[config.mk]
export PLATFORM = sky130hd
export DESIGN_NAME = operand_forward_ctrl
export DESIGN_NICKNAME = d
export VERILOG_FILES = /design/src/rtl/operand_forward_ctrl.sv
export SDC_FILE = /design/constraint.sdc
export NUM_CORES = 1
export LEC_CHECK = 0
export BUFFER_PORTS_ARGS = -buffer_cell sky130_fd_sc_hd__buf_2
export CAP_MARGIN = 10
export CORE_ASPECT_RATIO = 1.1
export CORE_MARGIN = 8
export CORE_UTILIZATION = 35
export DETAILED_ROUTE_END_ITERATION = 8
export PLACE_DENSITY_LB_ADDON = 0.05
export SLEW_MARGIN = 20
export SYNTH_ARGS = -nofsm -noshare
export SYNTH_HDL_FRONTEND = slang
export SYNTH_SLANG_ARGS = --single-unit
[constraint.sdc]
create_clock -name clk -period 1.79 [get_ports clk]
set_input_delay 0.179 -clock clk [delete_from_list [all_inputs] [get_ports clk]]
set_output_delay 0.179 -clock clk [all_outputs]
set_load 0.05 [all_outputs]
[src/rtl/operand_forward_ctrl.sv]
// EX-stage operand forwarding select, load-use / HI-LO stall detection and
// the mult/div busy counter for the 5-stage pipeline.
module operand_forward_ctrl #(
    parameter int unsigned MD_CYCLES = 32,
    parameter int unsigned CNT_W     = 6
) (
    input  logic       clk,
    input  logic       rst_n,
    input  logic [4:0] id_rs,
    input  logic [4:0] id_rt,
    input  logic       id_rs_used,
    input  logic       id_rt_used,
    input  logic       id_md_start,
    input  logic       id_hilo_rd,
    input  logic       ex_wr_en,
    input  logic [4:0] ex_wr_addr,
    input  logic       ex_is_load,
    input  logic       mem_wr_en,
    input  logic [4:0] mem_wr_addr,
    input  logic       wb_wr_en,
    input  logic [4:0] wb_wr_addr,
    output logic [1:0] fwd_a_sel,
    output logic [1:0] fwd_b_sel,
    output logic       stall,
    output logic       bubble,
    output logic       md_busy
);

    localparam logic [1:0] SEL_RF  = 2'b00;
    localparam logic [1:0] SEL_EX  = 2'b01;
    localparam logic [1:0] SEL_MEM = 2'b10;
    localparam logic [1:0] SEL_WB  = 2'b11;

    logic [CNT_W-1:0] md_cnt;
    logic [1:0]       a_sel_nxt;
    logic [1:0]       b_sel_nxt;
    logic             load_use;
    logic             md_stall;

    // Priority select: youngest producer (EX) wins over MEM, then WB.
    function automatic logic [1:0] pick_sel(
        input logic       used,
        input logic [4:0] src,
        input logic       ex_en,
        input logic [4:0] ex_addr,
        input logic       mem_en,
        input logic [4:0] mem_addr,
        input logic       wb_en,
        input logic [4:0] wb_addr
    );
        logic [1:0] sel;
        sel = SEL_RF;
        if (used && (src != 5'd0)) begin
            if (ex_en && (ex_addr == src))
                sel = SEL_EX;
            else if (mem_en && (mem_addr == src))
                sel = SEL_MEM;
            else if (wb_en && (wb_addr == src))
                sel = SEL_WB;
        end
        return sel;
    endfunction

    always_comb begin
        a_sel_nxt = pick_sel(id_rs_used, id_rs, ex_wr_en, ex_wr_addr,
                             mem_wr_en, mem_wr_addr, wb_wr_en, wb_wr_addr);
        b_sel_nxt = pick_sel(id_rt_used, id_rt, ex_wr_en, ex_wr_addr,
                             mem_wr_en, mem_wr_addr, wb_wr_en, wb_wr_addr);
    end

    // Hazard detection; masked while reset is held.
    always_comb begin
        load_use = ex_is_load && ex_wr_en && (ex_wr_addr != 5'd0) &&
                   ((id_rs_used && (id_rs == ex_wr_addr)) ||
                    (id_rt_used && (id_rt == ex_wr_addr)));
        md_stall = md_busy && (id_md_start || id_hilo_rd);
        stall    = rst_n && (load_use || md_stall);
        bubble   = stall;
    end

    assign md_busy = (md_cnt != '0);

    always_ff @(posedge clk) begin
        if (!rst_n) begin
            fwd_a_sel <= SEL_RF;
            fwd_b_sel <= SEL_RF;
        end else if (stall) begin
            fwd_a_sel <= SEL_RF;
            fwd_b_sel <= SEL_RF;
        end else begin
            fwd_a_sel <= a_sel_nxt;
            fwd_b_sel <= b_sel_nxt;
        end
    end

    // Busy counter: loads on accepted issue, counts down to zero and holds.
    always_ff @(posedge clk) begin
        if (!rst_n)
            md_cnt <= '0;
        else if (id_md_start && !stall)
            md_cnt <= CNT_W'(MD_CYCLES);
        else if (md_cnt != '0)
            md_cnt <= md_cnt - CNT_W'(1);
    end

endmodule

==> flow_summary.yaml <==
run_status:
  status: "finished, final reports clean"
grt:
  grt_max_degree: 12
  grt_first_pass_wirelength_um: 4690
  antenna_found_initial: 0
  grt-ovfl-total: 0
  grt_use_total_pct: 12.7
  busiest_layer: "met2"
  grt_use_met1_pct: 12.6
  grt_use_met3_pct: 2.42
  grt_pass1_vias: 1097
  use_met2_pct: 23.7
clock_tree:
  clockBufferDepth: 2
  cts_buffers: 3
  path_clk_slew_ns: 0.08
  clock-sinks: 10
  cts_tree: "yes"
  htree_levels: 1
  root_buffer: "clkbuf_4"
  holdBufCountCts: 0
  clock_latency_ns: 0.27
yosys:
  synth-compound-area-share_pct: 11.6
  synth_top_family_by_area: "XOR/XNOR gates"
  syn_area_per_cell_um2: 7.84
  synthMuxAreaShare_pct: 0
  postSynthCellCount: 117
  synth_edf_count: 0
  synth_xor_area_share_pct: 30.6
  yosys.area.top_type_share_pct: 21.8
  ys_ff_latch: 10
  synthesis.area_um2: 917
  synth.distinct_cells: 32
  synth_fa_ha_area_share_pct: 2.73
  synth_area_leader_cell: "dfxtp_1"
  yosysWarningCount: 0
  syn_nets: 154
  async_flop_share_pct: 0
  synthFlopType: "dfxtp_1"
  ys_top_cells_by_area: "dfxtp_1, xor2_1, xnor2_1"
  synth-simple-area-share_pct: 28.6
  synth_seq_area_share_pct: 21.8
setup_path:
  cp-start-kind: "flop"
  crit_type: "flop to output pin"
  endpoint_kind: "output pin"
  crit_fanout: 3
  arrival_ns: 1.59
  crit_required_ns: 1.61
final_layout:
  nNetsFinal: 208
  drive_gt1_share_pct: 39.4
  n_antenna_cell: 0
  area_delta_synth_final_pct: 44.1
  design_area_um2: 1320
  fillers: 266
floorplan:
  io-pin-count: 42
  die_y_um: 69.7
  num_rows: 19
  coreArea_um2: 2500
  die_w_um: 64.8
  die_area_um2: 4520
  initial_core_util_pct: 36.7
routing:
  antenna_left: 0
  drcViolationCount: 0
  drt-initial-drc-count: 39
  wl_um: 2860
  routedWlPerCell_um: 14.2
  drt-pass1-iter-count: 4
  num_vias: 1022
  via_per_inst: 5.08
sta:
  skew_ns: 0.00968
  max_freq_mhz: 565
  slew_headroom_pct: 70.5
  hold_viol_final: 0
  setup_viol: 0
  fin_crit_sh_pct: 98.9
  slew_viol_final: 0
  rsz0062_at_grt: "true"
  worstMarginPinSlew_ns: 0.438
  min_period_ns: 1.77
pwr:
  max-vdd-ir-drop_mv: 0.945
  power_mw: 1.57
  powerDensity_nw_per_um2: 1190
  p_leak_nw: 0.603
placement:
  hpwl_um: 2320
  dpl-instance-area_um2: 1210
  gp_congestion: 0.808
  io_buffers: 41
flow_run:
  drv_cap: 0
min_path:
  hold_path_class: "primary input to flop"
-- worst max-delay path, cell delays in order, from the launching register on --
cell,delay [ns]
dfxtp_2,0.33
inv_2,0.07
ha_4,0.13
nor3b_4,0.20
and2_4,0.19
nor2_2,0.04
o21a_4,0.21
buf_8,0.15
-- through the flow --
stage / std cells / hold WS (ns) / utilization, % / setup TNS, ns / setup slack [ns]
2_1_floorplan: 117 / 0.323 / - / 0 / 0.0107
3_3_place_gp: 193 / 0.473 / 48.3 / 0 / 0.0615
3_5_place_dp: 193 / 0.480 / 48.3 / 0 / 0.0408
4_1_cts: 199 / 0.185 / 51.7 / 0 / 0.00397
5_1_grt: 201 / 0.201 / 52.9 / -0.103 / -0.0531
6_report: 201 / 0.191 / 52.9 / 0 / 0.0189
-- layer usage --
| layer | part of all wire, % | vias up | wire length (um) |
|---|---|---|---|
| li1 | - | 522 | - |
| met1 | 41 | 451 | 1160 |
| met5 | 0 | - | 0 |
| met3 | 4.3 | 8 | 122 |
| met2 | 52 | 41 | 1490 |
| met4 | 3.1 | 0 | 90 |
-- path summary, 6_finish.rpt --
kind | slack (ns) | depth (start not counted) | startpoint | to
worst min-delay path | 0.19 | 3 | id_md_start | md_cnt[5]
worst max-delay path | 0.02 | 7 | md_cnt[1] | bubble
worst max register to register | 0.18 | 7 | md_cnt[1] | fwd_a_sel[1]
worst min register to register | 0.54 | 2 | md_cnt[3] | md_cnt[3]
-- sequential cells by signal (all words and copies together), names as in the netlist --
| register | cells |
|---|---|
| fwd_a_sel | 2 |
| md_cnt | 6 |
| fwd_b_sel | 2 |
-- what timing repair did --
action                                 CTS  global route
setup buffers                            2             2
endpoints found under the hold margin    0             0
resized for setup                       10             6
setup endpoints to repair                2             5
pin swaps                                1             1
-- placed cells by master (no fill, tap or decap), types with 3 or more instances in the layout --
cell type	synthesis	final
buf_2	1	38
o21ai_0	3	3
clkbuf_4	0	4
nor3_1	3	3
nand2_1	5	5
inv_2	1	3
nand3_1	11	11
nor2_1	7	6
dfxtp_1	10	8
and3_1	5	5
nor4_1	8	8
xor2_1	17	17
xnor2_1	15	15
buf_4	1	12
-- power breakdown --
group | leakage [nW] | switching [mW] | internal [mW]
registers | 0.0825 | 0.0535 | 0.288
clock network | 0.0210 | 0.0837 | 0.124
logic | 0.500 | 0.525 | 0.501
total | 0.603 | 0.663 | 0.912
-- Yosys cell counts, types with 2 or more instances --
library cell   n
xor2_1        17
xnor2_1       15
nand3_1       11
dfxtp_1       10
nor4_1         8
nor2_1         7
and3_1         5
nand2_1        5
inv_1          3
nor3_1         3
o21ai_0        3
a21oi_1        2
a22o_1         2
a22oi_1        2
a31oi_1        2
and2_1         2
ha_1           2
nor2b_1        2
or3_1          2
or4_1          2
-- area by class of cell --
| cell class | instances | area, um2 | share of cell area, % |
|---|---|---|---|
| clock buffer | 4 | 36.3 | 2.75 |
| inverter | 4 | 15.0 | 1.14 |
| multi-input combinational | 99 | 711 | 53.8 |
| sequential | 10 | 203 | 15.3 |
| tap | 31 | 38.8 | 2.94 |
| timing repair buffer | 53 | 318 | 24.1 |
-- cells by family after synthesis --
logic type      count (synthesis)
compound gates                 16
xor+xnor                       32
fa+ha+maj                       2
buf+inv                         8
flops                          10
simple gates                   49
Note: power is estimated with default switching activity, not from simulation.
